<file path="src/rtl/dti_mem_arbiter_pkg.sv">
// -----------------------------------------------------------------------------
// dti_mem_arbiter_pkg
// Shared encodings for the two-port memory arbiter in front of
// dti_apb_adapter.
//   - access size codes (byte / half / word)
//   - requester port indices (instruction fetch / load-store)
//   - arbiter FSM state encoding
// -----------------------------------------------------------------------------
package dti_mem_arbiter_pkg;

  // Access size encodings carried on *_data_size
  localparam logic [1:0] SZ_BYTE = 2'b00;
  localparam logic [1:0] SZ_HALF = 2'b01;
  localparam logic [1:0] SZ_WORD = 2'b10;

  // Requester port indices
  localparam logic PORT_IF = 1'b0;  // instruction fetch
  localparam logic PORT_LS = 1'b1;  // load/store

  // Arbiter FSM states
  typedef enum logic {
    ARB_ST_IDLE = 1'b0,
    ARB_ST_BUSY = 1'b1
  } arb_state_t;

endpackage : dti_mem_arbiter_pkg

</file>
<file path="src/rtl/dti_mem_arbiter_sat_counter.sv">
// -----------------------------------------------------------------------------
// dti_sat_counter
// Saturating up-counter with synchronous clear. Counts one per cycle while
// inc is high and holds at all-ones once reached.
// Ports:
//   clk    in   clock
//   clear  in   synchronous clear, active high, wins over inc
//   inc    in   increment enable
//   count  out  CNT_W current count
// -----------------------------------------------------------------------------
module dti_sat_counter #(
  parameter int CNT_W = 16
) (
  input  logic             clk,
  input  logic             clear,
  input  logic             inc,
  output logic [CNT_W-1:0] count
);

  logic [CNT_W-1:0] r_count;

  always_ff @(posedge clk) begin
    if (clear) begin
      r_count <= '0;
    end else if (inc && (r_count != {CNT_W{1'b1}})) begin
      r_count <= r_count + 1'b1;
    end
  end

  assign count = r_count;

endmodule : dti_sat_counter

</file>
<file path="src/rtl/dti_mem_arbiter.sv">
// -----------------------------------------------------------------------------
// dti_mem_arbiter
// Shares the single mem_* request/ack interface of dti_apb_adapter between
// instruction fetch (port 0) and load/store (port 1). A winning request is
// latched and driven downstream until the adapter acks; the ack and read
// data are then routed back to the owner only. Ties are broken round-robin;
// each port has a saturating completed-transaction counter.
//
// Optional feature macro: DTI_ARB_FIXED_PRIO_EN
//   defined   : port 1 always wins ties (INIT_PRIO ignored, no rr pointer)
//   undefined : round-robin, first tie after reset goes to INIT_PRIO
//
// Ports:
//   clk, reset                  clock, synchronous active-high reset
//   rN_address/data_in/size     request fields from port N (N = 0, 1)
//   rN_read_req/write_req       level requests, held until ack
//   rN_read_ack/write_ack       one-cycle completion to port N
//   rN_data_out                 read data, valid with rN_read_ack
//   rN_txn_cnt                  completed transactions, saturating
//   mem_*                       request/ack interface to the adapter
//   arb_busy                    high while a transaction is outstanding
// -----------------------------------------------------------------------------
module dti_mem_arbiter
  import dti_mem_arbiter_pkg::*;
#(
  parameter int ADDR_W    = 32,
  parameter int DATA_W    = 32,
  parameter int CNT_W     = 16,
  parameter int INIT_PRIO = 0
) (
  input  logic              clk,
  input  logic              reset,
  // port 0 : instruction fetch
  input  logic [ADDR_W-1:0] r0_address,
  input  logic [DATA_W-1:0] r0_data_in,
  input  logic [1:0]        r0_data_size,
  input  logic              r0_read_req,
  input  logic              r0_write_req,
  output logic              r0_read_ack,
  output logic              r0_write_ack,
  output logic [DATA_W-1:0] r0_data_out,
  output logic [CNT_W-1:0]  r0_txn_cnt,
  // port 1 : load/store
  input  logic [ADDR_W-1:0] r1_address,
  input  logic [DATA_W-1:0] r1_data_in,
  input  logic [1:0]        r1_data_size,
  input  logic              r1_read_req,
  input  logic              r1_write_req,
  output logic              r1_read_ack,
  output logic              r1_write_ack,
  output logic [DATA_W-1:0] r1_data_out,
  output logic [CNT_W-1:0]  r1_txn_cnt,
  // adapter side
  output logic [ADDR_W-1:0] mem_address,
  output logic [DATA_W-1:0] mem_data_in,
  output logic [1:0]        mem_data_size,
  output logic              mem_read_req,
  output logic              mem_write_req,
  input  logic [DATA_W-1:0] mem_data_out,
  input  logic              mem_read_ack,
  input  logic              mem_write_ack,
  output logic              arb_busy
);

  arb_state_t        r_state;
  arb_state_t        w_state_next;

  logic              r_owner;
  logic [ADDR_W-1:0] r_addr;
  logic [DATA_W-1:0] r_data;
  logic [1:0]        r_size;
  logic              r_wr;
`ifndef DTI_ARB_FIXED_PRIO_EN
  logic              r_rr_ptr;
`endif

  logic              w_req0;
  logic              w_req1;
  logic              w_grant;
  logic              w_ack_in;
  logic              w_take;
  logic              w_done;
  logic [1:0]        w_cnt_inc;
  logic [CNT_W-1:0]  w_cnt [2];

  assign w_req0   = r0_read_req | r0_write_req;
  assign w_req1   = r1_read_req | r1_write_req;
  assign w_ack_in = mem_read_ack | mem_write_ack;
  // acks outside ST_BUSY are stray and must not complete anything
  assign w_done   = (r_state == ARB_ST_BUSY) && w_ack_in;
  assign w_take   = (r_state == ARB_ST_IDLE) && (w_req0 || w_req1);

  // Tie-break selection; a lone requester always wins
  always_comb begin
    w_grant = PORT_IF;
    if (w_req0 && w_req1) begin
`ifdef DTI_ARB_FIXED_PRIO_EN
      w_grant = PORT_LS;
`else
      w_grant = r_rr_ptr;
`endif
    end else if (w_req1) begin
      w_grant = PORT_LS;
    end
  end

  // FSM: state register
  always_ff @(posedge clk) begin
    if (reset) begin
      r_state <= ARB_ST_IDLE;
    end else begin
      r_state <= w_state_next;
    end
  end

  // FSM: next-state logic
  always_comb begin
    w_state_next = r_state;
    case (r_state)
      ARB_ST_IDLE: if (w_req0 || w_req1) w_state_next = ARB_ST_BUSY;
      ARB_ST_BUSY: if (w_ack_in)         w_state_next = ARB_ST_IDLE;
      default:                           w_state_next = ARB_ST_IDLE;
    endcase
  end

  // Request latch and round-robin pointer
  always_ff @(posedge clk) begin
    if (reset) begin
      r_owner <= PORT_IF;
      r_addr  <= '0;
      r_data  <= '0;
      r_size  <= '0;
      r_wr    <= 1'b0;
`ifndef DTI_ARB_FIXED_PRIO_EN
      r_rr_ptr <= (INIT_PRIO != 0);
`endif
    end else begin
      if (w_take) begin
        r_owner <= w_grant;
        // write_req alone decides direction, so read+write together is a write
        if (w_grant == PORT_LS) begin
          r_addr <= r1_address;
          r_data <= r1_data_in;
          r_size <= r1_data_size;
          r_wr   <= r1_write_req;
        end else begin
          r_addr <= r0_address;
          r_data <= r0_data_in;
          r_size <= r0_data_size;
          r_wr   <= r0_write_req;
        end
      end
`ifndef DTI_ARB_FIXED_PRIO_EN
      if (w_done) begin
        r_rr_ptr <= ~r_owner;
      end
`endif
    end
  end

  // FSM: outputs. The request is masked in the ack cycle so the adapter
  // returns to idle instead of seeing a stale request; the adapter's ack does
  // not depend on req, so this is not a combinational loop.
  always_comb begin
    arb_busy      = 1'b0;
    mem_read_req  = 1'b0;
    mem_write_req = 1'b0;
    r0_read_ack   = 1'b0;
    r0_write_ack  = 1'b0;
    r0_data_out   = '0;
    r1_read_ack   = 1'b0;
    r1_write_ack  = 1'b0;
    r1_data_out   = '0;
    if (r_state == ARB_ST_BUSY) begin
      arb_busy      = 1'b1;
      mem_write_req = r_wr & ~w_ack_in;
      mem_read_req  = ~r_wr & ~w_ack_in;
      if (w_ack_in) begin
        if (r_owner == PORT_LS) begin
          r1_read_ack  = mem_read_ack;
          r1_write_ack = mem_write_ack;
          r1_data_out  = mem_data_out;
        end else begin
          r0_read_ack  = mem_read_ack;
          r0_write_ack = mem_write_ack;
          r0_data_out  = mem_data_out;
        end
      end
    end
  end

  assign mem_address   = r_addr;
  assign mem_data_in   = r_data;
  assign mem_data_size = r_size;

  // Per-port completed-transaction counters
  generate
    for (genvar gi = 0; gi < 2; gi++) begin : g_cnt
      assign w_cnt_inc[gi] = w_done && (r_owner == gi[0]);
      dti_sat_counter #(
        .CNT_W (CNT_W)
      ) u_cnt (
        .clk   (clk),
        .clear (reset),
        .inc   (w_cnt_inc[gi]),
        .count (w_cnt[gi])
      );
    end
  endgenerate

  assign r0_txn_cnt = w_cnt[0];
  assign r1_txn_cnt = w_cnt[1];

endmodule : dti_mem_arbiter

</file>
<file path="config.mk">
export PLATFORM = sky130hd
export DESIGN_NAME = dti_mem_arbiter
export DESIGN_NICKNAME = d
export VERILOG_FILES = /design/src/rtl/dti_mem_arbiter_pkg.sv /design/src/rtl/dti_mem_arbiter_sat_counter.sv /design/src/rtl/dti_mem_arbiter.sv
export SDC_FILE = /design/constraint.sdc
export NUM_CORES = 1
export LEC_CHECK = 0
export BUFFER_PORTS_ARGS = -buffer_cell sky130_fd_sc_hd__buf_4
export CAP_MARGIN = 10
export CORE_MARGIN = 10
export CORE_UTILIZATION = 25
export CTS_BUF_LIST = sky130_fd_sc_hd__clkbuf_16
export DETAILED_ROUTE_END_ITERATION = 10
export SLEW_MARGIN = 25
export SYNTH_ARGS = -nofsm -noshare
export SYNTH_HDL_FRONTEND = slang
export SYNTH_SLANG_ARGS = --single-unit
</file>
<file path="constraint.sdc">
create_clock -name clk -period 1.5 [get_ports clk]
set_input_delay 0.375 -clock clk [delete_from_list [all_inputs] [get_ports clk]]
set_output_delay 0.375 -clock clk [all_outputs]
set_load 0.02 [all_outputs]
</file>
==> out/results.ini <==
[sta]
rsz0062_at_grt = true
setup_slack_ns = -0.298
holdWs_ns = 0.287
finalClockSkew_ns = 0.0118
drv_slew = 0
period_needed_ns = 1.80
finalHoldViolations = 0
fin_setup_tns_ns = -27.18
min_period_over_period_pct = 120
timing.fmax_mhz = 556
tightest_slew_ns = 0.578
slew_headroom_pct = 61.1
setup_violations = 166

[run]
maxCapViolations = 0

[clock_network]
clk_pin_slew_worst_paths_ns = 0.06
max-clock-path-buffers = 2
cts.sinks = 102
cts_buffers = 9
worst_skew_pair.late_latency_ns = 0.35
clockRootBuffer = clkbuf_16
postCtsHoldBufs = 0
h-tree-depth = 3
cts_tree = yes

[logic_synthesis]
synth_cell_type_count = 46
synth_top_area_cell = dfxtp_1
synth_nets = 772
synth-seq-cells = 102
synth_top_area_share_pct = 38.6
synth_flop_cell = dfxtp_1
synthArstFlopShare_pct = 0
synthSimpleGateAreaFrac_pct = 25.4
synth_compound_area_share_pct = 17.1
synth_adder_area_share_pct = 0.473
syn_avg_cell_area_sq_um = 8.85
synth_area_sq_um = 5300
synth_cells = 598
yosys.area_share.xor_xnor_pct = 0
synthTopCellsByArea = dfxtp_1 39%, mux2i_1 13%, a211oi_1 9.6%
synthMuxAreaShare_pct = 13.9
synth_edf_count = 0
yosysSeqAreaShare_pct = 38.6
yosysWarnings = 0
synth_top_family_by_area = simple AND/OR/NAND/NOR gates

[drt]
viasPerCell = 4.84
initialDrtViolationCount = 203
dr_total_vias = 6496
firstDrtPassIters = 4
antenna_left = 0
finalWirelength_um = 26100
post_drt_wl_per_cell_um = 19.4
drc = 0

[finish]
final_cell_mix = 369 x buf_4, 90 x buf_6, 77 x dfxtp_1, 67 x mux2i_1, 65 x nor2_1
drive_above_1_share_pct = 65.1
n_antenna_cell = 0
final_area_sq_um = 11100
final_common_cell = buf_4
fin_util_pct = 53.0
layout.cells.non_filler = 1342
area_growth_pct = 110
nNetsFinal = 1237

[worst_setup_path]
worst_setup_path_end_kind = output port
timing.critical_path.buf_inv = 2
worstSetupEndpoint = r1_data_out[20]
arrival_ns = 1.42
rr_startpoint = r_owner$_SDFFE_PP0P_
critPathMaxFanout = 12
r2r_slack_ns = -0.22
r2r_cells = 5
crit_start = r_owner$_SDFFE_PP0P_
criticalPathCategory = reg -> out
worstPathRequired_ns = 1.12
cp.depth = 4
critPathMaxStageDelay_ns = 0.38
cpLargestDelayFamily = flip-flops
crit_chain = o211a_4 > buf_12 > and2_4 > buf_6
cp-start-kind = register
critPathSlowestCell = dfxtp_4
r2r_end = g_cnt[1].u_cnt.count[9]$_SDFFE_PP0P_

[floorplanning]
dieHeight_um = 166
die_w_um = 166
coreArea_sq_um = 21000
start_util_pct = 25.3
io_pins = 341
fp-row-count = 53
die_area_sq_um = 27400

[power]
p_leak_nw = 5.28
ir_drop_mv = 0.622
total_power_mw = 8.39
power_density_nw_per_um2 = 756

[grt]
grt_max_degree = 57
grt_overflow = 0
use_met2_pct = 27.4
grtUsageMet1_pct = 16.6
top_usage_layer = met2
antenna_found_initial = 0
grt_usage_pct = 15.6
first_global_vias = 6261
grtUsageMet3_pct = 6.59
grt_pass1_wl_um = 33900

[placement]
place.gp.congestion = 0.888
dp_hpwl_um = 18300
placed_cells = 1265
place_area_sq_um = 9000
io_buffers = 340
post-place-ws_ns = -0.273

[status]
status = finished with violations
violations = negative setup slack

[worst_hold_path]
hold_start = reset
hold_class = in -> reg

what timing repair did:
action / in CTS / in global routing
endpoints found under the setup margin: 143 / 142
cloned: 2 / 19
pin swaps: 29 / 98
buffers inserted: 12 / 30
gates resized for setup: 80 / 172
where the power goes:
part / switching, mW / internal [mW] / total [mW]
registers: 0.132 / 2.90 / 3.03
clock network: 1.08 / 1.46 / 2.54
logic: 1.32 / 1.50 / 2.82
worst min path at each step:
stage                                             to  slack, ns  cells after the start
2_1_floorplan                      r_wr$_SDFFE_PP0P_       0.44                      2
3_3_place_gp                       r_wr$_SDFFE_PP0P_       0.46                      2
3_5_place_dp                       r_wr$_SDFFE_PP0P_       0.47                      2
4_1_cts        g_cnt[1].u_cnt.count[14]$_SDFFE_PP0P_       0.27                      2
5_1_grt        g_cnt[1].u_cnt.count[14]$_SDFFE_PP0P_       0.29                      2
6_report       g_cnt[1].u_cnt.count[12]$_SDFFE_PP0P_       0.29                      2
kinds of logic (layout without fill, tap and decap cells):
logic type / after synthesis / after routing
buffers and inverters: 53 / 521
DFF: 102 / 102
AOI/OAI and AO/OA: 128 / 128
muxes: 73 / 73
and+or+nand+nor: 240 / 241
adders and majority gates: 2 / 2
routing by layer:
layer	vias to the layer above	wire, um
met3	32	2430
met2	294	12800
li1	3156	-
met4	0	718
met1	3014	10100
met5	-	0
registers in the layout, indices dropped and copies added, names as in the netlist:
name / flops
g_cnt.u_cnt.count: 32
mem_address: 32
mem_data_in: 32
mem_data_size: 2
r_owner: 1
r_rr_ptr: 1
r_state: 1
r_wr: 1
layout make-up:
| class | count | area [sq um] |
|---|---|---|
| Clock buffer | 9 | 225 |
| Clock inverter | 6 | 85.1 |
| Fill cell | 1889 | 9850 |
| Inverter | 7 | 38.8 |
| Multi-Input combinational cell | 444 | 3680 |
| Sequential cell | 102 | 2100 |
| Tap cell | 275 | 344 |
| Timing Repair Buffer | 499 | 4620 |
synthesized netlist by cell type (12+ instances only):
library cell and count:
a211oi_1 68, a21oi_1 27, and2_1 32, and3_1 42, clkbuf_1 29, dfxtp_1 102, mux2i_1 67, nand2_1 12
nand3_1 15, nor2_1 80, o31ai_1 13, or4_1 14
Note: power is estimated with default switching activity, not from simulation.
